File: config.mk
export PLATFORM = sky130hd
export DESIGN_NAME = flush_ctrl
export DESIGN_NICKNAME = d
export VERILOG_FILES = /design/src/rtl/flush_ctrl.sv
export SDC_FILE = /design/constraint.sdc
export NUM_CORES = 1
export LEC_CHECK = 0
export ABC_AREA = 1
export CAP_MARGIN = 10
export CORE_UTILIZATION = 45
export DETAILED_ROUTE_END_ITERATION = 7
export GPL_TIMING_DRIVEN = 0
export PLACE_DENSITY = 0.75
export SYNTH_ARGS = -nofsm -noshare
export SYNTH_HDL_FRONTEND = slang
export SYNTH_SLANG_ARGS = --single-unit
File: constraint.sdc
create_clock -name clk -period 3.9 [get_ports clk]
set_clock_uncertainty 0.05 [all_clocks]
set_input_delay 0.39 -clock clk [delete_from_list [all_inputs] [get_ports clk]]
set_output_delay 0.39 -clock clk [all_outputs]
set_load 0.01 [all_outputs]
File: src/rtl/flush_ctrl.sv
// Drain-side controller for the scan-memory occupancy counter: moves 3- or 1-unit beats
// to a receiver, drives the counter's flush input. FLUSH_CTRL_AUTO_EN enables high-mark auto-start.
module flush_ctrl #(
  parameter logic [7:0] HIGH_MARK = 8'd80,
  parameter logic [7:0] LOW_MARK  = 8'd0,
  parameter int         STALL_MAX = 16
) (
  input  logic       clk,
  input  logic       reset,
  input  logic [7:0] mem_used,
  input  logic       scan,
  input  logic       start_xfer,
  input  logic       rx_ready,
  output logic       flush,
  output logic       tx_valid,
  output logic [1:0] tx_count,
  output logic       xfer_busy,
  output logic       xfer_done,
  output logic       xfer_err,
  output logic [7:0] units_sent
);

  localparam int SW = $clog2(STALL_MAX + 1);

`ifdef FLUSH_CTRL_AUTO_EN
  localparam bit AUTO_EN = 1'b1;
`else
  localparam bit AUTO_EN = 1'b0;
`endif

  typedef enum logic [1:0] {
    ST_IDLE  = 2'd0,
    ST_DRAIN = 2'd1,
    ST_DONE  = 2'd2,
    ST_ERR   = 2'd3
  } state_t;

  state_t          state_r;
  state_t          state_nxt_s;
  logic [SW-1:0]   stall_cnt_r;
  logic [7:0]      units_sent_r;

  logic            have_data_s;
  logic            drain_s;
  logic            beat_s;
  logic            start_s;
  logic            stall_last_s;
  logic [8:0]      units_sum_s;
  logic [7:0]      units_sat_s;

  // Datapath decode: beat offer, handshake and start conditions.
  always_comb begin
    have_data_s  = (mem_used > LOW_MARK);
    drain_s      = (state_r == ST_DRAIN);
    tx_valid     = drain_s & have_data_s;
    if (tx_valid) begin
      tx_count = (mem_used > 8'd2) ? 2'd3 : 2'd1;
    end else begin
      tx_count = 2'd0;
    end
    // Scan wins in the counter, so a beat only fires when the counter will actually decrement.
    beat_s       = tx_valid & rx_ready & ~scan;
    flush        = beat_s;
    start_s      = have_data_s & (start_xfer | (AUTO_EN & (mem_used >= HIGH_MARK)));
    stall_last_s = (stall_cnt_r == SW'(STALL_MAX - 1));
    units_sum_s  = {1'b0, units_sent_r} + {7'd0, tx_count};
    if (units_sum_s[8]) begin
      units_sat_s = 8'hFF;
    end else begin
      units_sat_s = units_sum_s[7:0];
    end
  end

  // Next-state logic.
  always_comb begin
    state_nxt_s = state_r;
    case (state_r)
      ST_IDLE: begin
        if (start_s) begin
          state_nxt_s = ST_DRAIN;
        end else begin
          state_nxt_s = ST_IDLE;
        end
      end
      ST_DRAIN: begin
        if (!tx_valid) begin
          state_nxt_s = ST_DONE;
        end else if (!beat_s && stall_last_s) begin
          state_nxt_s = ST_ERR;
        end else begin
          state_nxt_s = ST_DRAIN;
        end
      end
      ST_DONE: state_nxt_s = ST_IDLE;
      ST_ERR:  state_nxt_s = ST_IDLE;
      default: state_nxt_s = ST_IDLE;
    endcase
  end

  // State register.
  always_ff @(posedge clk or negedge reset) begin
    if (!reset) begin
      state_r <= ST_IDLE;
    end else begin
      state_r <= state_nxt_s;
    end
  end

  // Units-moved and stall counters; units_sent holds through IDLE until the next drain starts.
  always_ff @(posedge clk or negedge reset) begin
    if (!reset) begin
      units_sent_r <= 8'd0;
      stall_cnt_r  <= '0;
    end else if ((state_r == ST_IDLE) && (state_nxt_s == ST_DRAIN)) begin
      units_sent_r <= 8'd0;
      stall_cnt_r  <= '0;
    end else if (beat_s) begin
      units_sent_r <= units_sat_s;
      stall_cnt_r  <= '0;
    end else if (tx_valid && !stall_last_s) begin
      stall_cnt_r  <= stall_cnt_r + SW'(1);
    end else begin
      units_sent_r <= units_sent_r;
      stall_cnt_r  <= stall_cnt_r;
    end
  end

  assign xfer_busy  = drain_s;
  assign xfer_done  = (state_r == ST_DONE);
  assign xfer_err   = (state_r == ST_ERR);
  assign units_sent = units_sent_r;

endmodule

Word-level counts from Yosys, hierarchy flattened
Index checks and enable logic that the tools add are counted.
- bits in registers: 15
- output and inout port bits: 15
- logic and storage cells: 38
- add/sub/neg operators: 2
- magnitude comparators: 2
- equal/unequal tests: 5
- multiplexer cells: 12
- bitwise logic cells: 5
- reduce and logical (&&, ||, !) cells: 9
- operators with widths (kind ; count):
    $mux 8 ; 3
    $mux 5 ; 3
    $add 8x2->9 ; 1
    $gt 8x1->1 const B ; 1
    $gt 8x2->1 const B ; 1
    $mux 2 ; 4
    $pmux 2 s3 ; 1
    $add 5x1->5 const B ; 1
    $eq 5x4->1 const B ; 1
    $and 1x1->1 ; 4
    $eq 2x1->1 const B ; 2
    $eq 2x2->1 const B ; 2
    $logic_and 1x1->1 ; 3
    $reduce_bool 3->1 ; 1
    $logic_not 1->1 ; 2
    $logic_not 2->1 ; 1
    $reduce_bool 2->1 ; 1
    $reduce_or 2->1 ; 1
    $mux 1 ; 1
    $not 1->1 ; 1

Depth between registers and ports, before layout
Gate-level depths: netlist of run 1.
- depth after elaboration: 12
- mapped depth: 15
- depth with buffers taken out: 15

Worst setup path after synthesis of run 1
No wires, ideal clock.
- kind: input to register
- start point: input mem_used[5]
- end point: register units_sent_r[1] (netlist: units_sent[1])
- setup time: 74 ps
- arrival: 1991 ps
- data required time: 3776 ps
- setup slack: 1785 ps
- stages on the path: 13
- buffers on the path: 0
- cells stage by stage: nor2_1 nand2_1 nor2_2 nor2_4 ha_1 inv_1 fa_1 nor2_4 and3_4 nand2_4 nand2_1 nand2_1 o21ai_2
- longest elaborated chain between the ends: 12
- elaborated cells between the ends (all ways): 21
- those cells by class: add/sub: 1; order compare: 2; eq/ne: 1; mux: 9; bitwise: 4; reduce/logical: 4
- RTL lines (element ; line ; text):
    from (decl) ; 10 ; input logic [7:0] mem_used,
    $gt 8x1->1 * ; 53 ; have_data_s = (mem_used > LOW_MARK);
    $and 1x1->1 * ; 55 ; tx_valid = drain_s & have_data_s;
    via tx_valid ; 15 ; output logic tx_valid,
    $and 1x1->1 (2 in series) ; 62 ; beat_s = tx_valid & rx_ready & ~scan;
    $logic_not 1->1 ; 88 ; end else if (!beat_s && stall_last_s) begin
    $logic_and 1x1->1 ; 88 ;
    $mux 2 ; 88 ;
    $mux 2 ; 86 ; if (!tx_valid) begin
    $pmux 2 s3 ; 77 ; case (state_r)
    $eq 2x1->1 ; 114 ; end else if ((state_r == ST_IDLE) && (state_nxt_s == ST_DRAIN)) begin
    $logic_and 1x1->1 ; 114 ;
    $mux 8 or $reduce_bool 2->1 (tied branches) ; n/a ;
    to (signal assigned) ; 118 ; units_sent_r <= units_sat_s;
    to (signal assigned) ; 123 ; units_sent_r <= units_sent_r;
    to (decl) ; 41 ; logic [7:0] units_sent_r;
The timed path passes the listed nets; every way through them passes the cells marked *. The select of a mux whose other input is x is not followed.
A chain may end at the register's enable or synchronous reset.

Worst setup path in the final report of run 1
- start point: input mem_used[3]
- end point: output tx_count[1]
- longest elaborated chain between the ends: 3
- elaborated cells between the ends (all ways): 5
- those cells by class: order compare: 2; mux: 2; bitwise: 1
- RTL lines (element ; line ; text):
    $gt 8x2->1 or $gt 8x1->1 (tied branches) ; 57, 53 ;
    $mux 2 or $and 1x1->1 (tied branches) ; 57, 55 ;
    $mux 2 * ; 56 ; if (tx_valid) begin
    to (decl) ; 16 ; output logic [1:0] tx_count,
Mark *: on every way between the ends. The rest lies on a longest branch, timed or not.

==> metrics.md, run 1 <==
| Metric | Value |
|---|---|
| Largest net degree at the start of global routing | `16` |
| Crit path required time | `3.46 ns` |
| CTS tree | `built` |
| Clk buf depth | `2` |
| Reg area | `375 um2` |
| Layout fillers | `roughly 190` |
| Final Cycle Share | `63.7%` |
| R2R depth | `12` |
| Hold_ws | `0.460 ns` |
| DIE WIDTH | `between 50 and 60 um` |
| CTS sink count | `15` |
| CP Data Arrival Time | `2.05 ns` |
| Post-synth top area cell | `dfrtp_1` |
| Critical Path Start Type | `input port` |
| Antenna Violating Nets Remaining | `0` |
| Worst skew pair latency | `0.29 ns` |
| Top-Level Pins | `28` |
| WL final | `2.16 mm` |
| Number of port buffers | `27` |
| First-pass GRT wire length | `3.67 mm` |
| Worst vdd ir | `0.000325 V` |
| Max Cap Viol | `0` |
| Vias in the first global route | `902` |
| WL per Instance | `approximately 10 um` |
| Period minus WS final | `2.49 ns` |
| Area grow syn2layout | `31.1%` |
| Commonest non-fill, non-tap cell in the layout | `nand2_1` |
| Die Footprint | `2580 um2` |
| Initial antenna violation count | `0` |
| Commonest non-fill, non-tap cells in the layout | `49 x nand2_1, 27 x clkdlybuf4s50_1, 19 x inv_1, 18 x nor2_1, 15 x dfrtp_1` |
| Setup WS post-layout | `around 1.4 ns` |
| Share of the synthesized area in the top cell type | `35.1%` |
| CTS resizes | `0` |
| Worst R2R Setup Slack | `1.64 ns` |
| Post-Synthesis Cells | `between 100 and 150` |
| Via count | `1003` |
| Row count | `17` |
| Area of the mapped netlist | `about 1100 um2` |
| Setup TNS | `0 ns` |
| Post CTS Setup Buffer Count | `0` |
| Routed vias/inst | `4.85` |
| Routability cong. | `0.765` |
| Clock slew at reported path FFs | `0.09 ns` |
| CP Max Fanout | `8` |
| Library cells used by synthesis | `26` |
| Relative slew slack | `53.8%` |
| Initial Utilization | `a little under half` |
| Footprint of the multi-input gates | `586 um2` |
| 1st-pass router iterations | `4` |
| Clock Tree Root | `clkbuf_4` |
| Leak | `about 0.7 nW` |
| Post-Syn Nets | `166` |
| Endpoints failing setup | `0` |
| FF+latch count, synth | `15` |
| CP endpoint kind | `output port` |
| RSZ-0062 raised after global routing | `false` |
| PwrDens | `493 nW/um2` |
| # DRC | `0` |
| Syn avg cell area | `7.23 um2` |
| Max Slew Vio Count | `0` |
| Synth area leaders | `dfrtp_1 35%, nand2_1 17%, inv_1 6.7%` |
| Final nets | `198` |
| Warnings from Yosys | `0` |
| Total Power | `between 0.0006 and 0.0007 W` |
| HP Class | `input port to asynchronous set/reset pin` |
| Final Hold Violating Endpoints | `0` |
| FF-to-FF End | `units_sent[3]` |
| Initial detailed-routing violation count | `14` |
| # hold bufs at CTS | `0` |
| Die height | `50.8 um` |
| Share of cells above drive strength 1 | `16.8%` |
| Core Area | `between 2000 and 2500 um2` |
| Crit Reg-Reg Startpoint | `state_r[1]` |
| Fmax | `0.402 GHz` |
| Htree depth | `1` |
| Status | `finished, final reports clean` |
| Remaining Overflow, GRT | `0` |
| Post-Place Worst Slack | `1.15 ns` |
| Diode count | `0` |
| HPWL after detailed placement | `1.74 mm` |
| Sequential fraction of the synthesis area | `35.1%` |
| CP Class | `input port to output port` |
| All-Layer GR Usage | `19.5%` |
| TritonCTS buffer count | `3` |
| Least-Margin Pin Slew | `between 0.6 and 0.7 ns` |
## flip-flops by register name (all words and copies together) (netlist names)
register,cells
units_sent,8
state_r,2
stall_cnt_r,5
## synth_stat cells, drive strengths merged
cell type,number
nand2,55
inv,24
nor2,24
dfrtp,15
nand3,7
a21oi,4
ha,4
o21ai,4
nand4,2
o211ai,2
or2,2
and3,1
buf,1
clkinv,1
fa,1
nand3b,1
## critical path: stages
cell             delay, ns
clkdlybuf4s50_1       0.49
nor2_1                0.07
nand2_1               0.07
nor2_2                0.05
nor2_4                0.19
nand2_1               0.14
inv_1                 0.10
clkdlybuf4s50_1       0.54
## area by class of cell
type / count / share of cell area, %
plain buffers: 1 / 0.535
clock buffers: 3 / 1.61
clock inverters: 1 / 0.357
inverters: 25 / 7.23
multi-input cells: 107 / 41.7
flip-flops and latches: 15 / 26.8
well taps: 28 / 2.50
repair buffers: 27 / 19.3
## per-stage QoR
step,instances,instance area [um2],util (%)
after global placement,203,1380,61.6
after global routing,207,1400,62.8
after detailed placement,203,1380,61.6
after CTS,207,1400,62.8
after floorplan,148,1070,-
final,207,1400,62.8
## worst max-delay path by stage
stage / startpoint / endpoint / slack (ns) / cells after the start
3_3_place_gp: mem_used[3] / units_sent[1] / 1.19 / 14
5_1_grt: mem_used[3] / tx_count[1] / 1.30 / 8
3_5_place_dp: mem_used[3] / units_sent[3] / 1.15 / 14
2_1_floorplan: mem_used[5] / units_sent[1] / 1.79 / 13
4_1_cts: mem_used[3] / tx_count[1] / 1.40 / 8
6_report: mem_used[3] / tx_count[1] / 1.41 / 8
## kinds of logic (layout without fill, tap and decap cells)
| logic type | Yosys count | in the layout | synth area share [%] |
|---|---|---|---|
| buf+inv | 26 | 57 | 10.2 |
| fa+ha+maj | 5 | 5 | 6.55 |
| flops | 15 | 15 | 35.1 |
| compound gates | 10 | 10 | 5.85 |
| simple gates | 92 | 92 | 42.3 |
## power by group
part	switching (W)	internal [W]
registers	0.0000317	0.000191
logic	0.000206	0.000172
clock network	0.0000530	0.0000382
total	0.000291	0.000401
## per-layer routing
layer | vias to the layer above | global-route usage [%] | part of all wire (%) | wire [um]
met2 | 13 | 36.2 | 51 | 1100
met4 | 0 | 5.56 | 1.1 | 23
li1 | 514 | - | - | -
met1 | 471 | 21.8 | 45 | 968
met3 | 5 | 4.55 | 2.9 | 62
met5 | - | 0 | 0 | 0
No activity file was read; power rests on OpenSTA's default activity.
==> inputs of run 2 (changes only) <==
- CORE_UTILIZATION: 45 -> 43
- clock period: 3.9 -> 2.01 ns (I/O delays scaled with it)
==> metrics.md, run 2 (synthesized netlist as in run 1, its figures left out) <==
| Metric | Value |
|---|---|
| Status | `finished, final reports clean` |
| Initial Utilization | `47.0%` |
| Routability cong. | `approximately 0.74` |
| Critical Path Start Type | `register` |
| Crit Reg-Reg Startpoint | `state_r[1]` |
| All-Layer GR Usage | `approximately a fifth` |
| Area grow syn2layout | `40.2%` |
| Relative slew slack | `53.0%` |
| Crit path required time | `2.19 ns` |
| Worst skew pair latency | `0.28 ns` |
| Final nets | `204` |
| Largest net degree at the start of global routing | `16` |
| FF-to-FF End | `units_sent[4]` |
| Worst R2R Setup Slack | `just under 0.02 ns` |
| CTS tree | `built` |
| Remaining Overflow, GRT | `0` |
| # DRC | `0` |
| Share of cells above drive strength 1 | `25.9%` |
| WL final | `~2.5 mm` |
| Max FFs per register | `8` |
| Clock Tree Root | `clkbuf_4` |
| CP Data Arrival Time | `2.17 ns` |
| Fmax | `0.502 GHz` |
| DIE WIDTH | `51.9 um` |
| 1st-pass router iterations | `4` |
| CP Class | `register to register` |
| Diode count | `0` |
| Via count | `1033` |
| HP Class | `input port to asynchronous set/reset pin` |
| WL per Instance | `between 10 and 15 um` |
| Commonest non-fill, non-tap cell in the layout | `nand2_1` |
| # hold bufs at CTS | `0` |
| Row count | `17` |
| Max Slew Vio Count | `0` |
| First-pass GRT wire length | `~3.9 mm` |
| Total Power | `between 0.001 and 0.0015 W` |
| Least-Margin Pin Slew | `between 0.7 and 0.8 ns` |
| Period minus WS final | `~2.0 ns` |
| Leak | `0.768 nW` |
| Die Footprint | `2690 um2` |
| Core Area | `2280 um2` |
| Vias in the first global route | `around 920` |
| Antenna Violating Nets Remaining | `0` |
| Worst vdd ir | `0.000682 V` |
| Clk buf depth | `2` |
| CP Max Fanout | `4` |
| Die height | `approximately 52 um` |
| Final Hold Violating Endpoints | `0` |
| Max Cap Viol | `0` |
| Top-Level Pins | `28` |
| CTS sink count | `15` |
| Endpoints failing setup | `0` |
| Commonest non-fill, non-tap cells in the layout | `43 x nand2_1, 18 x nor2_1, 17 x inv_1, 16 x clkdlybuf4s50_1, 15 x dfrtp_1` |
| CP endpoint kind | `register` |
| Htree depth | `1` |
| PwrDens | `around 980 nW/um2` |
| R2R depth | `12` |
| HPWL after detailed placement | `1.77 mm` |
| Initial antenna violation count | `0` |
| Final Cycle Share | `99.0%` |
| Clock slew at reported path FFs | `0.09 ns` |
| Number of port buffers | `27` |
| Routed vias/inst | `about 4.8` |
| Initial detailed-routing violation count | `19` |
| RSZ-0062 raised after global routing | `true` |
| TritonCTS buffer count | `3` |
| Final core utilization | `65.9%` |
## run 2: changes by cell type in the layout (fill, tap and decap cells not counted), sizes merged
cell | previous run | this run
dlymetal6s2s | 0 | 2
clkdlybuf4s50 | 27 | 16
buf | 1 | 7
dlygate4sd2 | 0 | 9
## run 2: what timing repair did
action,in CTS,in global routing
cloned,0,0
endpoints found under the setup margin,11,9
resized for setup,15,12
setup buffers,4,2
pin swaps,13,5
## run 2: final cells by class
| cell class | count | area, um2 |
|---|---|---|
| plain buffers | 1 | 7.51 |
| clock buffers | 3 | 22.5 |
| clock inverters | 1 | 5.00 |
| fillers | 187 | 776 |
| inverters | 25 | 101 |
| multi-input cells | 107 | 644 |
| flip-flops and latches | 15 | 375 |
| well taps | 28 | 35.0 |
| repair buffers | 33 | 309 |
## run 2: worst max path at each step
stage	from	to
6_report	state_r[1]	units_sent[4]
5_1_grt	state_r[1]	units_sent[4]
4_1_cts	state_r[1]	units_sent[1]
3_5_place_dp	mem_used[3]	units_sent[4]
3_3_place_gp	mem_used[3]	units_sent[1]
2_1_floorplan	state_r[1]	units_sent[1]
## run 2: stage by stage
step | setup WS (ns) | hold WS (ns) | std cells | cell area (um2) | TNS, ns
final | 0.0198 | 0.282 | 213 | 1500 | 0
after floorplan | 0.0261 | -0.145 | 148 | 1070 | 0
after global placement | -0.449 | 0.442 | 203 | 1380 | -3.46
after CTS | -0.0296 | 0.304 | 211 | 1450 | -0.0836
after detailed placement | -0.497 | 0.449 | 203 | 1380 | -3.98
after global routing | -0.104 | 0.330 | 213 | 1500 | -0.607
## run 2: per-layer routing
metal	vias to the layer above	wire length, um	GRT usage [%]
met1	482	1070	23.6
met2	19	1320	34.6
li1	530	-	-
met3	2	87	5.26
met4	0	14	2.70
met5	-	0	0
## run 2: power by group
group | internal (W) | switching [W] | total (W)
logic | 0.000397 | 0.000459 | 0.000855
clock network | 0.0000739 | 0.0000995 | 0.000173
registers | 0.000370 | 0.0000685 | 0.000439
total | 0.000841 | 0.000627 | 0.00147
## run 2: worst max-delay path: stages (launching register included)
cell     delay, ns
dfrtp_1       0.41
inv_2         0.09
nand2_4       0.06
nor2_4        0.14
ha_4          0.15
inv_2         0.03
fa_2          0.36
nor2_4        0.14
nand2_1       0.08
or2_1         0.24
nand3_2       0.09
nand2_1       0.05
nand2_1       0.05
==> inputs of run 3 (changes only) <==
- SKIP_CTS_REPAIR_TIMING: default -> 1
==> metrics.md, run 3 (synthesized netlist as in run 1, its figures left out) <==
| Metric | Value |
|---|---|
| Fmax | `0.476 GHz` |
| Post-Place Worst Slack | `-0.497 ns` |
| CP Data Arrival Time | `2.28 ns` |
| CTS sink count | `15` |
| WL final | `about 2.3 mm` |
| Clk buf depth | `2` |
| CP endpoint kind | `register` |
| Clock Tree Root | `clkbuf_4` |
| Layout fillers | `~190` |
| HPWL after detailed placement | `1.77 mm` |
| Share of cells above drive strength 1 | `about a quarter` |
| Routed vias/inst | `4.88` |
| Setup WS post-layout | `-0.0910 ns` |
| CP Max Fanout | `6` |
| Footprint of the multi-input gates | `634 um2` |
| TritonCTS buffer count | `3` |
| 1st-pass router iterations | `4` |
| Number of port buffers | `27` |
| Critical Path Start Type | `input port` |
| R2R depth | `12` |
| Diode count | `0` |
| Final Cycle Share | `105%` |
| Flop pwr share | `between 30% and 40%` |
| Final nets | `202` |
| FF-to-FF End | `units_sent[1]` |
| Routability cong. | `0.743` |
| # DRC | `0` |
| Crit path max-delay cell type | `clkdlybuf4s50_1` |
| Crit Reg-Reg Startpoint | `state_r[1]` |
| Largest net degree at the start of global routing | `16` |
| Top-Level Pins | `28` |
| Relative slew slack | `between 50 and 60%` |
| CTS tree | `built` |
| Row count | `17` |
| First-pass GRT wire length | `between 3 and 4 mm` |
| Initial antenna violation count | `0` |
| Clock slew at reported path FFs | `0.09 ns` |
| Worst R2R Setup Slack | `-0.06 ns` |
| Die Footprint | `around 2700 um2` |
| Total Power | `0.00143 W` |
| Max FFs per register | `8` |
| Status | `complete, but fails checks` |
| Worst vdd ir | `0.000692 V` |
| Power Internal | `0.000826 W` |
| Clk pwr share | `12.2%` |
| HP Class | `input port to asynchronous set/reset pin` |
| Final Hold Violating Endpoints | `0` |
| RSZ-0062 raised after global routing | `true` |
| Critical Path, Cell by Cell | `clkdlybuf4s50_1 > nor2_2 > nand2_2 > nor2_4 > nor2_4 > ha_2 > inv_2 > fa_2 > nor2_4 > and3_4 > nand2_8 > nand2_2 > nand2_2 > o21ai_2` |
| Leak | `0.797 nW` |
| Antenna Violating Nets Remaining | `0` |
| Worst skew pair latency | `0.29 ns` |
| All-Layer GR Usage | `18.6%` |
| Least-Margin Pin Slew | `0.710 ns` |
| Crit-path max cell delay | `approximately 0.47 ns` |
| Crit path required time | `approximately 2.2 ns` |
| Vias in the first global route | `888` |
| WL per Instance | `roughly 11 um` |
| Remaining Overflow, GRT | `0` |
| Sw power | `0.000600 W` |
| Commonest non-fill, non-tap cell in the layout | `nand2_1` |
| Htree depth | `1` |
| Initial Utilization | `47.0%` |
| Initial detailed-routing violation count | `15` |
| Design area | `about 1500 um2` |
| Endpoints failing setup | `7` |
| DIE WIDTH | `roughly 52 um` |
| Area after DPL | `about 1400 um2` |
| Reg area | `roughly 380 um2` |
| Max Slew Vio Count | `0` |
| Commonest non-fill, non-tap cells in the layout | `45 x nand2_1, 20 x clkdlybuf4s50_1, 17 x inv_1, 16 x nor2_1, 15 x dfrtp_1` |
| Area grow syn2layout | `40.1%` |
| Violated checks | `setup timing` |
| Via count | `around 1000` |
| CP Class | `input port to register` |
| Period minus WS final | `2.10 ns` |
| Combinational power share | `57.2%` |
| Die height | `51.9 um` |
| Sw frac | `around 42%` |
| Max Cap Viol | `0` |
| PwrDens | `around 950 nW/um2` |
| Core Area | `2280 um2` |
==> run 3: worst max path at each step <==
stage / slack, ns / depth (start not counted) / startpoint / endpoint
6_report: -0.09 / 14 / mem_used[4] / units_sent[1]
5_1_grt: -0.19 / 12 / state_r[1] / units_sent[1]
2_1_floorplan: 0.03 / 12 / state_r[1] / units_sent[1]
4_1_cts: -0.19 / 14 / mem_used[3] / units_sent[1]
3_3_place_gp: -0.45 / 14 / mem_used[3] / units_sent[1]
3_5_place_dp: -0.50 / 14 / mem_used[3] / units_sent[4]
==> run 3: layer usage <==
metal,vias to the layer above,track usage (%),share of wire (%)
met3,2,5.26,3.3
met4,0,2.70,0.60
li1,527,-,-
met1,484,22.5,42
met5,-,0,0
met2,17,32.9,54
==> run 3: area by class of cell <==
cell class,count,area share [%]
Sequential cell,15,25.0
Multi-Input combinational cell,107,42.3
Clock inverter,1,0.334
Clock buffer,3,1.50
Tap cell,28,2.34
Timing Repair Buffer,31,21.2
Inverter,25,6.76
Buffer,1,0.501
==> run 3: power by group through the flow <==
stage	sequential, W	combinational (W)	clock [W]
global placement	0.000432	0.000719	0
finish	0.000436	0.000816	0.000175
global route	0.000445	0.000914	0.000192
floorplan	0.000435	0.000458	0
detailed placement	0.000436	0.000743	0
CTS	0.000430	0.000746	0.000183
==> run 3: worst max-delay path, delay by kind of cell <==
family          cells  cell delay [ns]
simple gates        9             0.93
fa+ha+maj           2             0.57
buf+inv             2             0.51
compound gates      1             0.04
==> run 3: per-stage QoR <==
stage	TNS, ns	std cells	utilization, %	hold slack (ns)
CTS	-1.58	207	61.7	0.304
floorplan	0	148	-	-0.145
detailed placement	-3.98	203	60.5	0.449
finish	-0.515	211	65.9	0.283
global placement	-3.46	203	60.5	0.442
global route	-1.28	211	65.9	0.329
